==> config.mk <==
export PLATFORM = sky130hd
export DESIGN_NAME = mc_control_fsm
export DESIGN_NICKNAME = d
export VERILOG_FILES = /design/src/rtl/mc_control_fsm.sv
export SDC_FILE = /design/constraint.sdc
export NUM_CORES = 1
export LEC_CHECK = 0
export ABC_AREA = 1
export ABC_CLOCK_PERIOD_IN_PS = 1700
export BUFFER_PORTS_ARGS = -buffer_cell sky130_fd_sc_hd__buf_2
export CAP_MARGIN = 20
export CORE_AREA = 2 2 39 41
export DETAILED_ROUTE_END_ITERATION = 16
export DIE_AREA = 0 0 41 43
export PLACE_DENSITY = 0.76
export SLEW_MARGIN = 25
export SYNTH_ARGS = -nofsm -noshare
export SYNTH_HDL_FRONTEND = slang
export SYNTH_SLANG_ARGS = --single-unit
==> constraint.sdc <==
create_clock -name clk -period 1.7 [get_ports clk]
set_clock_uncertainty 0.1 [all_clocks]
set_input_delay 0.17 -clock clk [delete_from_list [all_inputs] [get_ports clk]]
set_output_delay 0.17 -clock clk [all_outputs]
set_load 0.005 [all_outputs]
==> src/rtl/mc_control_fsm.sv <==
// mc_control_fsm: multicycle CPU main control, Moore FSM over fetch/decode/execute/memory/writeback
module mc_control_fsm (
  input  logic       clk,
  input  logic       reset,
  input  logic [5:0] Op,
  output logic       PCWrite,
  output logic       PCWriteCond,
  output logic       IorD,
  output logic       MemRead,
  output logic       MemWrite,
  output logic       IRWrite,
  output logic       MemtoReg,
  output logic       RegDst,
  output logic       RegWrite,
  output logic       ALUSrcA,
  output logic [1:0] ALUSrcB,
  output logic [1:0] ALUOp,
  output logic [1:0] PCSource,
  output logic       Illegal,
  output logic [3:0] State
);
  localparam logic [5:0] OP_RTYPE = 6'b000000;
  localparam logic [5:0] OP_LW    = 6'b100011;
  localparam logic [5:0] OP_SW    = 6'b101011;
  localparam logic [5:0] OP_BEQ   = 6'b000100;
  localparam logic [5:0] OP_J     = 6'b000010;
  localparam logic [5:0] OP_ADDI  = 6'b001000;
  typedef enum logic [3:0] {
    S_FETCH, S_DECODE, S_MEMADR, S_MEMRD, S_MEMWB, S_MEMWR,
    S_REXEC, S_RWB, S_BEQ, S_JUMP, S_ADDIEX, S_ADDIWB
  } state_t;
  state_t state, next;
  logic ill_q, ill_d;
  assign State = state;
  // decode falling back to fetch from S1 means the opcode was not recognised
  assign ill_d = (state == S_DECODE) && (next == S_FETCH);
  always_ff @(posedge clk) begin
    if (reset) begin
      state <= S_FETCH;
      ill_q <= 1'b0;
    end else begin
      state <= next;
      ill_q <= ill_d;
    end
  end
  always_comb begin
    next = S_FETCH;
    {PCWrite, PCWriteCond, IorD, MemRead, MemWrite, IRWrite, MemtoReg, RegDst, RegWrite, ALUSrcA, ALUSrcB, ALUOp, PCSource} = '0;
    Illegal = ill_q;
    case (state)
      S_FETCH: begin
        MemRead = 1'b1;
        IRWrite = 1'b1;
        ALUSrcB = 2'b01;
        PCWrite = 1'b1;
        next = S_DECODE;
      end
      S_DECODE: begin
        ALUSrcB = 2'b11;
        next = (Op == OP_LW || Op == OP_SW) ? S_MEMADR :
               (Op == OP_RTYPE) ? S_REXEC :
               (Op == OP_BEQ) ? S_BEQ :
               (Op == OP_J) ? S_JUMP :
               (Op == OP_ADDI) ? S_ADDIEX : S_FETCH;
      end
      S_MEMADR: begin
        ALUSrcA = 1'b1;
        ALUSrcB = 2'b10;
        next = (Op == OP_LW) ? S_MEMRD : (Op == OP_SW) ? S_MEMWR : S_FETCH;
      end
      S_MEMRD: begin
        MemRead = 1'b1;
        IorD = 1'b1;
        next = S_MEMWB;
      end
      S_MEMWB: begin
        MemtoReg = 1'b1;
        RegWrite = 1'b1;
      end
      S_MEMWR: begin
        MemWrite = 1'b1;
        IorD = 1'b1;
      end
      S_REXEC: begin
        ALUSrcA = 1'b1;
        ALUOp = 2'b10;
        next = S_RWB;
      end
      S_RWB: begin
        RegDst = 1'b1;
        RegWrite = 1'b1;
      end
      S_BEQ: begin
        ALUSrcA = 1'b1;
        ALUOp = 2'b01;
        PCWriteCond = 1'b1;
        PCSource = 2'b01;
      end
      S_JUMP: begin
        PCWrite = 1'b1;
        PCSource = 2'b10;
      end
      S_ADDIEX: begin
        ALUSrcA = 1'b1;
        ALUSrcB = 2'b10;
        next = S_ADDIWB;
      end
      S_ADDIWB: RegWrite = 1'b1;
      default: next = S_FETCH;
    endcase
    if (reset) begin
      {PCWrite, PCWriteCond, IorD, MemRead, MemWrite, IRWrite, MemtoReg, RegDst, RegWrite, ALUSrcA, ALUSrcB, ALUOp, PCSource} = '0;
      Illegal = 1'b0;
    end
  end
endmodule

**Yosys cells after proc, flatten, opt, wreduce, memory -nomap -nowiden**

Index checks and enable logic that the tools add are counted.

- Register bits: 5
- Latch bits: 0
- Memory bits (writable): 0
- Bits in read-only memories: 0
- Input port bits: 8
- Logic and storage cells: 64
- Memories kept: 0

- $add $sub $neg: 0
- Multiply operators: 0
- Divide/modulo/power cells: 0
- $lt $le $gt $ge: 0
- Equal/unequal tests: 16
- Shift operators: 0
- Mux-type cells: 35
- Bitwise operators: 0
- Reductions and logical operators: 11

Operators with widths:

| kind | number |
|---|---|
| case mux 4 bit (6 select lines) | 1 |
| two-way mux 1 bit | 21 |
| two-way mux 4 bit | 5 |
| equality test 4 x 3 -> 1 bit, second input constant | 4 |
| equality test 4 bit, second input constant | 4 |
| equality test 6 bit, second input constant | 2 |
| equality test 4 x 2 -> 1 bit, second input constant | 2 |
| logical NOT 4 bit | 2 |
| case mux 2 bit (2 select lines) | 2 |
| OR reduction 2 bit | 4 |
| equality test 6 x 2 -> 1 bit, second input constant | 1 |
| equality test 6 x 3 -> 1 bit, second input constant | 1 |
| equality test 6 x 4 -> 1 bit, second input constant | 1 |
| logical NOT 6 bit | 1 |
| two-way mux 2 bit | 3 |
| two-way mux 3 bit | 2 |
| case mux 2 bit (3 select lines) | 1 |
| equality test 4 x 1 -> 1 bit, second input constant | 1 |
| OR reduction 4 bit | 1 |
| OR reduction 3 bit | 1 |
| logical AND 1 bit | 1 |
| logical OR 1 bit | 1 |

**Depth between registers and ports, before layout**

Gate-level depths: netlist (run 1).

- Depth after elaboration: 9
- Gate-level depth with buffers: 8

**Worst setup path after synthesis (run 1)**

Ideal clock, no wire load.

- Path type: register to output
- Start point: register state[1] (netlist: State[1])
- End point: output port ALUSrcA
- Arrival: 962 ps
- Data required time: 1,430 ps
- Setup slack: 468 ps
- Cell stages (with the launch flop): 5
- Path through: dfxtp_1 nand2_4 nor2_1 nor2_1 a31oi_1

- Longest elaborated chain between the ends: 4

RTL lines:

| item | RTL line | RTL |
|---|---|---|
| start: declaration | 32 | `state_t state, next;` |
| start signal: assignment | 42 | `state <= next;` |
| equality test 4 bit, or another cell as far along | 50 | `case (state)` |
| OR reduction 4 bit (no source line) (*) | n/a |  |
| two-way mux 1 bit (*) | 50 |  |
| two-way mux 1 bit (*) | 111 | `if (reset) begin` |
| end: declaration | 15 | `output logic ALUSrcA,` |

Every way passes the cells marked *; elsewhere a longest branch is shown, timed or not.

**Final worst setup path (run 1)**

- Start point: register state[0] (netlist: State[0])
- End point: output port ALUSrcA

The elaborated chain is that of the path after synthesis.

==> impl_metrics.toml, run 1 <==
[outcome]
outcome = "complete, no violations"

[clock_network]
clkTransAtPathRegs_ns = 0.04
postCtsSetupBuffers = 0
clock_path_buffers = 2
cts.hold.buffers_added = 0
clock_latency_ns = 0.24
clock-sinks = 5
cts_max_level = 1
cts_tree = "built"
cts_buffers = 3
post_cts_resized = 0
clock-root-buffer = "clkbuf_4"

[floorplan]
initial_core_util_pct = 40.1
fp.dieArea_sq_um = 1760
die_w_um = 41
core_area_sq_um = 1380
rows = 14
io_pins = 29
die_h_um = 43

[setup_path]
critPathMaxFanout = 6
reg2reg_from = "State[0]"
start_kind = "flip-flop"
worstPathArrival_ns = 1.28
regToRegSetupSlack_ns = 0.41
worstSetupEndpointType = "primary output"
crit_start = "State[0]"
endpoint = "ALUSrcA"
reg2reg_depth = 7
worstSetupPathType = "flip-flop to primary output"
critical_path_required_ns = 1.43
r2r-end = "ill_q"

[power]
seqPwrFrac_pct = 36.5
clockPowerShare_pct = 39.0
ir_worst_vdd_v = 0.000219
switching_share_pct = 30.3
leakage_nw = 0.455
internal_power_mw = 0.241
p_per_area_nw_per_um2 = 471
power_switching_mw = 0.105
finalPower_mw = 0.346
p_comb_share_pct = 24.5

[logic_synthesis]
yosys.cell_count.top_type = "nor2_1"
synthMuxAreaShare_pct = 0
synthAdderAreaFrac_pct = 0
synth_flop_cell = "dfxtp_1"
yosys.area.top_type = "nor2_1"
synth_xor_area_share_pct = 0
synth_top_area_share_pct = 21.6
ys_ff_latch = 5
yosys.area_share.simple_pct = 58.8
synth_edf_count = 0
async_flop_share_pct = 0
synthTopCellsByArea = "nor2_1, dfxtp_1, nand2_1"
synth_top_family_by_area = "simple AND/OR/NAND/NOR gates"
syn_nets = 118
syn-instance-count = 110
yosysUniqueCellTypes = 17
syn_area_sq_um = 556
ys_warn_count = 0
syn-mean-instance-area_sq_um = 5.05
ys_seq_area_share_pct = 18.0
synthTopCellsByCount = "nor2_1, nand2_1, inv_1"
synth_compound_area_share_pct = 8.33

[global_route]
grt_usage_pct = 19.2
grt_pass1_wl_mm = 2.35
grt_max_degree = 15
antenna_found_initial = 0
grt_pass1_vias = 626
overflow = 0

[routing]
routed_wl_mm = 1.42
vias_per_cell = 4.71
routedWlPerCell_um = 9.10
drc = 0
drtIter0Drc = 16
dr_total_vias = 735
antenna_left = 0
drtPass1Iterations = 5

[finish]
antenna_cells = 0
final_nets = 149
drive_gt1_share_pct = 33.6
finalNonFillerCells = 156
final_cell_area_sq_um = 736
syn2layout_area_growth_pct = 32.4
fill_cells = 153

[placed_design]
io_buffers = 28
place_hpwl_mm = 1.22
dpl_cell_area_sq_um = 704
gp_congestion = 0.867
dp_cells = 152

[hold_path]
hold_path.class = "input pin to flip-flop"
hold-path-cell-count = 2
min_from = "reset"

[sta]
clock.fmax_ghz = 0.647
hold_viol_final = 0
rsz0062_at_grt = "false"
max_slew_margin_pct = 84.0
holdWs_ns = 0.154
min_period_over_period_pct = 91.0
worst_slew_pin_slew_ns = 0.240
setup_viol = 0
finalMaxSlewViolations = 0
min_period_ns = 1.55
fin_setup_tns_ns = 0

[run]
cap_violations = 0
-- worst max-delay path, cell delays in order (launching register included) --
cell and delay (ns):
dfxtp_2 0.34, inv_2 0.10, nand2_4 0.07, nor2_2 0.17, inv_1 0.07, a31oi_1 0.15, buf_2 0.13
-- cells in the final DEF, fill, tap and decap left out, types with 2 or more instances in the layout --
master    instances
clkbuf_4          3
nand2_1          24
nand3_1           8
nor2_1           31
inv_1            16
inv_2             3
dfxtp_1           3
dfxtp_2           2
nor2_2            8
a21oi_1           5
o21ai_1           2
buf_2            28
-- power by group through the flow --
stage	combinational, mW	clock (mW)	sequential (mW)
global placement	0.0839	0	0.127
global route	0.0979	0.157	0.126
finish	0.0849	0.135	0.126
floorplan	0.0513	0	0.127
CTS	0.0856	0.137	0.126
detailed placement	0.0853	0	0.128
-- worst min-delay path by stage --
| stage | end |
|---|---|
| after CTS | State[1] |
| after global placement | State[1] |
| after detailed placement | State[1] |
| final | State[1] |
| after floorplan | State[2] |
| after global routing | State[3] |
-- sequential cells by signal, indices dropped and copies added, names as in the netlist --
signal / cells
State: 4
ill_q: 1
-- logic make-up (layout without fill, tap and decap cells) --
family | Yosys count | count (layout)
flip-flops | 5 | 5
AO/OA/AOI/OAI | 9 | 9
AND/OR/NAND/NOR | 75 | 75
buffers and inverters | 21 | 51
-- final cells by class --
class	count	area, sq um	area share [%]
Tap cell	16	20.0	2.72
Sequential cell	5	103	13.9
Multi-Input combinational cell	84	375	51.0
Clock buffer	4	26.3	3.57
Inverter	19	71.3	9.69
Timing Repair Buffer	28	140	19.0
-- metrics by stage --
| step | util, % | setup WS [ns] |
|---|---|---|
| 2_1_floorplan | - | 0.468 |
| 3_3_place_gp | 50.9 | 0.354 |
| 3_5_place_dp | 50.9 | 0.282 |
| 4_1_cts | 52.8 | 0.0267 |
| 5_1_grt | 53.2 | 0.0400 |
| 6_report | 53.2 | 0.154 |
-- routing by layer --
metal	global-route usage [%]	routed length [um]	up-vias
met3	3.14	47	4
met2	31.6	756	19
li1	-	-	393
met5	0	0	-
met1	21.2	591	319
met4	12.0	24	0
Note: power is estimated with default switching activity, not from simulation.
==> inputs of run 2 (changes only) <==
--- a/config.mk
+++ b/config.mk
@@ -6,10 +6,11 @@
 export NUM_CORES = 1
 export LEC_CHECK = 0
 export ABC_AREA = 1
-export ABC_CLOCK_PERIOD_IN_PS = 1700
+export ABC_CLOCK_PERIOD_IN_PS = 1800
 export BUFFER_PORTS_ARGS = -buffer_cell sky130_fd_sc_hd__buf_2
 export CAP_MARGIN = 20
 export CORE_AREA = 2 2 39 41
+export CTS_BUF_LIST = sky130_fd_sc_hd__clkbuf_8
 export DETAILED_ROUTE_END_ITERATION = 16
 export DIE_AREA = 0 0 41 43
 export PLACE_DENSITY = 0.76
==> constraint.sdc (replaced) <==
create_clock -name clk -period 1.8 [get_ports clk]
set_clock_uncertainty 0.1 [all_clocks]
set_input_delay 0.18 -clock clk [delete_from_list [all_inputs] [get_ports clk]]
set_output_delay 0.18 -clock clk [all_outputs]
set_load 0.005 [all_outputs]
==> run 2 against run 1 <==
- clock power increased by 49%
- non-clock buffer count unchanged
- critical endpoint unchanged
- design area increased by 2.0%
==> impl_metrics.toml, run 2 (same netlist as run 1, synthesis figures left out) <==
[routing]
drtPass1Iterations = 4
drtIter0Drc = 12
drc = 0
vias_per_cell = 4.62
dr_total_vias = 721
routedWlPerCell_um = 8.69
routed_wl_mm = 1.36
antenna_left = 0

[sta]
worst_slack_ns = 0.162
clock.fmax_ghz = 0.611
max_slew_margin_pct = 82.7
setup_viol = 0
min_period_over_period_pct = 91.0
rsz0062_at_grt = "false"
finalMaxSlewViolations = 0
fin_setup_tns_ns = 0
worst_slew_pin_slew_ns = 0.258
min_period_ns = 1.64
hold_viol_final = 0

[placed_design]
place_hpwl_mm = 1.15
pre_cts_ws_ns = 0.371
gp_congestion = 0.867
io_buffers = 28

[floorplan]
rows = 14
die_w_um = 41
io_pins = 29
die_h_um = 43
initial_core_util_pct = 40.1
core_area_sq_um = 1380
fp.dieArea_sq_um = 1760

[clock_network]
clock-sinks = 5
cts_buffers = 3
cts_max_level = 1
cts_tree = "built"
clock-root-buffer = "clkbuf_8"
clock_latency_ns = 0.22
clkTransAtPathRegs_ns = 0.04
clock_path_buffers = 2

[finish]
antenna_cells = 0
drive_gt1_share_pct = 32.1
fill_cells = 138
largest_register_ffs = 4
final_common_cell = "nor2_1"
layout_common_cells = "nor2_1, buf_2, nand2_1, inv_1, nand3_1"
syn2layout_area_growth_pct = 35.1
final_nets = 149

[setup_path]
crit_start = "State[0]"
timing.critical_path.buf_inv = 2
r2r-end = "ill_q"
path_depth = 6
start_kind = "flip-flop"
reg2reg_from = "State[0]"
worstSetupEndpointType = "primary output"
worstSetupPathType = "flip-flop to primary output"
max_stage_delay_ns = 0.36
crit_chain = "inv_2 -> nand2_4 -> nor2_1 -> nor2_1 -> a31oi_1 -> buf_2"
critPathMaxFanout = 6
slowest_stage = "dfxtp_1"
reg2reg_depth = 7
critical_path_required_ns = 1.52
worstPathArrival_ns = 1.36
timing.critical_path.mode_cell = "nor2_1"
endpoint = "ALUSrcA"
regToRegSetupSlack_ns = 0.44
path_delay_family = "simple AND/OR/NAND/NOR gates"

[run]
cap_violations = 0

[power]
p_comb_share_pct = 19.8
leakage_nw = 0.467
switching_share_pct = 27.4
internal_power_mw = 0.290
seqPwrFrac_pct = 29.8
p_per_area_nw_per_um2 = 533
clockPowerShare_pct = 50.4
power_switching_mw = 0.110
ir_worst_vdd_v = 0.000481
finalPower_mw = 0.400

[global_route]
grt_usage_pct = 16.0
grt_pass1_vias = 539
grt_max_degree = 15
antenna_found_initial = 0
overflow = 0
grt_pass1_wl_mm = 1.98

[hold_path]
hold_path.class = "input pin to flip-flop"
min_from = "reset"

[outcome]
outcome = "complete, no violations"
-- run 2: how the worst min path moves through the flow --
stage | endpoint | cells after the start
final | State[1] | 2
after global routing | State[0] | 2
after CTS | State[1] | 2
after detailed placement | State[1] | 2
after global placement | State[1] | 2
after floorplan | State[2] | 3
-- run 2: area by class of cell --
class,count,area [sq um],area share [%]
timing repair buffer,28,140,18.7
multi-input combinational,84,373,49.7
inverter,19,71.3,9.50
tap,16,20.0,2.67
sequential,5,101,13.5
clock inverter,1,3.75,0.500
clock buffer,3,41.3,5.50
-- run 2: through the flow --
step	cells	util (%)	instance area (sq um)	hold slack [ns]
6_report	156	54.2	751	0.181
5_1_grt	156	54.2	751	0.215
4_1_cts	156	54.2	749	0.181
3_5_place_dp	152	50.9	704	0.406
3_3_place_gp	152	50.9	704	0.405
2_1_floorplan	110	-	556	0.273
-- run 2: what timing repair did --
action                     in CTS  in global routing
resized for setup               0                  1
hold buffers                    0                  0
setup endpoints to repair       0                  1
buffers inserted                0                  0
-- run 2: routing by layer --
metal,track usage (%),part of all wire (%),up-vias,wire length [um]
li1,-,-,393,-
met5,0,0,-,0
met3,1.57,5.0,2,68
met4,6.00,1.3,0,17
met2,27.2,51,21,688
met1,19.3,43,305,582
-- run 2: power by group through the flow --
stage	clock network, mW	logic (mW)	registers, mW
2_1_floorplan	0	0.0485	0.120
3_3_place_gp	0	0.0791	0.120
3_5_place_dp	0	0.0793	0.121
4_1_cts	0.203	0.0797	0.119
5_1_grt	0.213	0.0901	0.119
6_report	0.201	0.0794	0.119
==> inputs of run 3 (changes only) <==
--- a/config.mk
+++ b/config.mk
@@ -10,10 +10,10 @@
 export BUFFER_PORTS_ARGS = -buffer_cell sky130_fd_sc_hd__buf_2
 export CAP_MARGIN = 20
 export CORE_AREA = 2 2 39 41
-export CTS_BUF_LIST = sky130_fd_sc_hd__clkbuf_8
 export DETAILED_ROUTE_END_ITERATION = 16
 export DIE_AREA = 0 0 41 43
 export PLACE_DENSITY = 0.76
+export RECOVER_POWER = 50
 export SLEW_MARGIN = 25
 export SYNTH_ARGS = -nofsm -noshare
 export SYNTH_HDL_FRONTEND = slang
==> run 3 against run 2 <==
- power shrank 18%
- largest power group unchanged
- design area fell by 3.3%
- via count increased by 0.97%
- utilization decreased by 1.8 points
- flip-flop and latch count unchanged
==> impl_metrics.toml, run 3 (same netlist as run 1, synthesis figures left out) <==
[outcome]
outcome = "complete, no violations"

[power]
switching_share_pct = 30.7
seqPwrFrac_pct = 36.4
finalPower_mw = 0.327
power_switching_mw = 0.100
internal_power_mw = 0.227
leakage_nw = 0.434
ir_worst_vdd_v = 0.000196
p_comb_share_pct = 23.9
p_per_area_nw_per_um2 = 451
clockPowerShare_pct = 39.8

[floorplan]
initial_core_util_pct = 40.1
fp.dieArea_sq_um = 1760
die_h_um = 43
die_w_um = 41
core_area_sq_um = 1380
io_pins = 29
rows = 14

[routing]
routedWlPerCell_um = 8.78
dr_total_vias = 728
routed_wl_mm = 1.37
drtPass1Iterations = 4
antenna_left = 0
vias_per_cell = 4.67
drtIter0Drc = 19
drc = 0

[placed_design]
dp_cells = 152
pre_cts_ws_ns = 0.371
io_buffers = 28
gp_congestion = 0.867
place_hpwl_mm = 1.15

[sta]
clock.fmax_ghz = 0.611
rsz0062_at_grt = "false"
min_period_ns = 1.64
worst_slew_pin_slew_ns = 0.233
worst_slack_ns = 0.163
finalMaxSlewViolations = 0
min_period_over_period_pct = 90.9
max_slew_margin_pct = 84.5
holdWs_ns = 0.160
hold_viol_final = 0
setup_viol = 0
fin_setup_tns_ns = 0

[run]
cap_violations = 0

[clock_network]
clock_path_buffers = 2
postCtsSetupBuffers = 0
clock_latency_ns = 0.24
cts_buffers = 3
clock-root-buffer = "clkbuf_4"
cts_tree = "built"
cts.hold.buffers_added = 0
clkTransAtPathRegs_ns = 0.04
cts_max_level = 1
clock-sinks = 5

[setup_path]
worstPathArrival_ns = 1.36
critical_path_required_ns = 1.52
start_kind = "flip-flop"
critPathMaxFanout = 6
worstSetupEndpointType = "primary output"
reg2reg_from = "State[0]"
endpoint = "ALUSrcB[1]"
crit_start = "State[0]"
regToRegSetupSlack_ns = 0.38
r2r-end = "ill_q"
worstSetupPathType = "flip-flop to primary output"
reg2reg_depth = 7

[finish]
largest_register_ffs = 4
regArea_sq_um = 101
final_common_cell = "nor2_1"
antenna_cells = 0
final_nets = 149
fill_cells = 147
drive_gt1_share_pct = 28.6
syn2layout_area_growth_pct = 30.6
layout_common_cells = "nor2_1, nand2_1, buf_2, inv_1"
finalNonFillerCells = 156
multi_input_area_sq_um = 373

[global_route]
grt_pass1_wl_mm = 1.99
overflow = 0
antenna_found_initial = 0
grt_pass1_vias = 542
grt_max_degree = 15
grt_usage_pct = 16.7

[hold_path]
hold_path.class = "input pin to flip-flop"
hold-path-cell-count = 2
run 3: cell type report:
cell class / count / share of cell area (%)
multi-input cells: 84 / 51.4
repair buffers: 28 / 18.4
well taps: 16 / 2.76
clock buffers: 4 / 3.62
flip-flops and latches: 5 / 14.0
inverters: 19 / 9.83
run 3: power by group through the flow:
| stage | clock network (mW) | registers, mW | logic, mW |
|---|---|---|---|
| floorplan | 0 | 0.120 | 0.0485 |
| global placement | 0 | 0.120 | 0.0791 |
| detailed placement | 0 | 0.121 | 0.0793 |
| CTS | 0.133 | 0.119 | 0.0796 |
| global route | 0.147 | 0.119 | 0.0887 |
| finish | 0.130 | 0.119 | 0.0781 |
run 3: through the flow:
| stage | utilization [%] | area (sq um) |
|---|---|---|
| detailed placement | 50.9 | 704 |
| global placement | 50.9 | 704 |
| global route | 52.4 | 726 |
| finish | 52.4 | 726 |
| CTS | 52.8 | 731 |
| floorplan | - | 556 |
run 3: what timing repair did:
action / 4_1_cts / 5_1_grt
endpoints found under the hold margin: 0 / 0
resized for setup: 0 / 2
setup endpoints to repair: 0 / 2
run 3: worst min path at each step:
stage | start | endpoint | slack, ns
after floorplan | reset | State[2] | 0.27
after global placement | reset | State[1] | 0.40
after detailed placement | reset | State[1] | 0.41
after CTS | reset | State[1] | 0.16
after global routing | reset | State[0] | 0.18
final | reset | State[1] | 0.16
run 3: worst max-delay path, stage by stage, from the launching register on:
cell and delay, ns:
dfxtp_1 0.44, inv_2 0.10, nor2_2 0.13, nand2_1 0.15
a21oi_1 0.17, buf_2 0.12
run 3: routing by layer:
layer	global-route usage [%]	vias to the layer above	share of wire, %
met5	0	-	0
met4	10.0	0	1.4
met2	26.9	23	50
met3	3.14	4	5.7
met1	19.0	310	42
li1	-	391	-
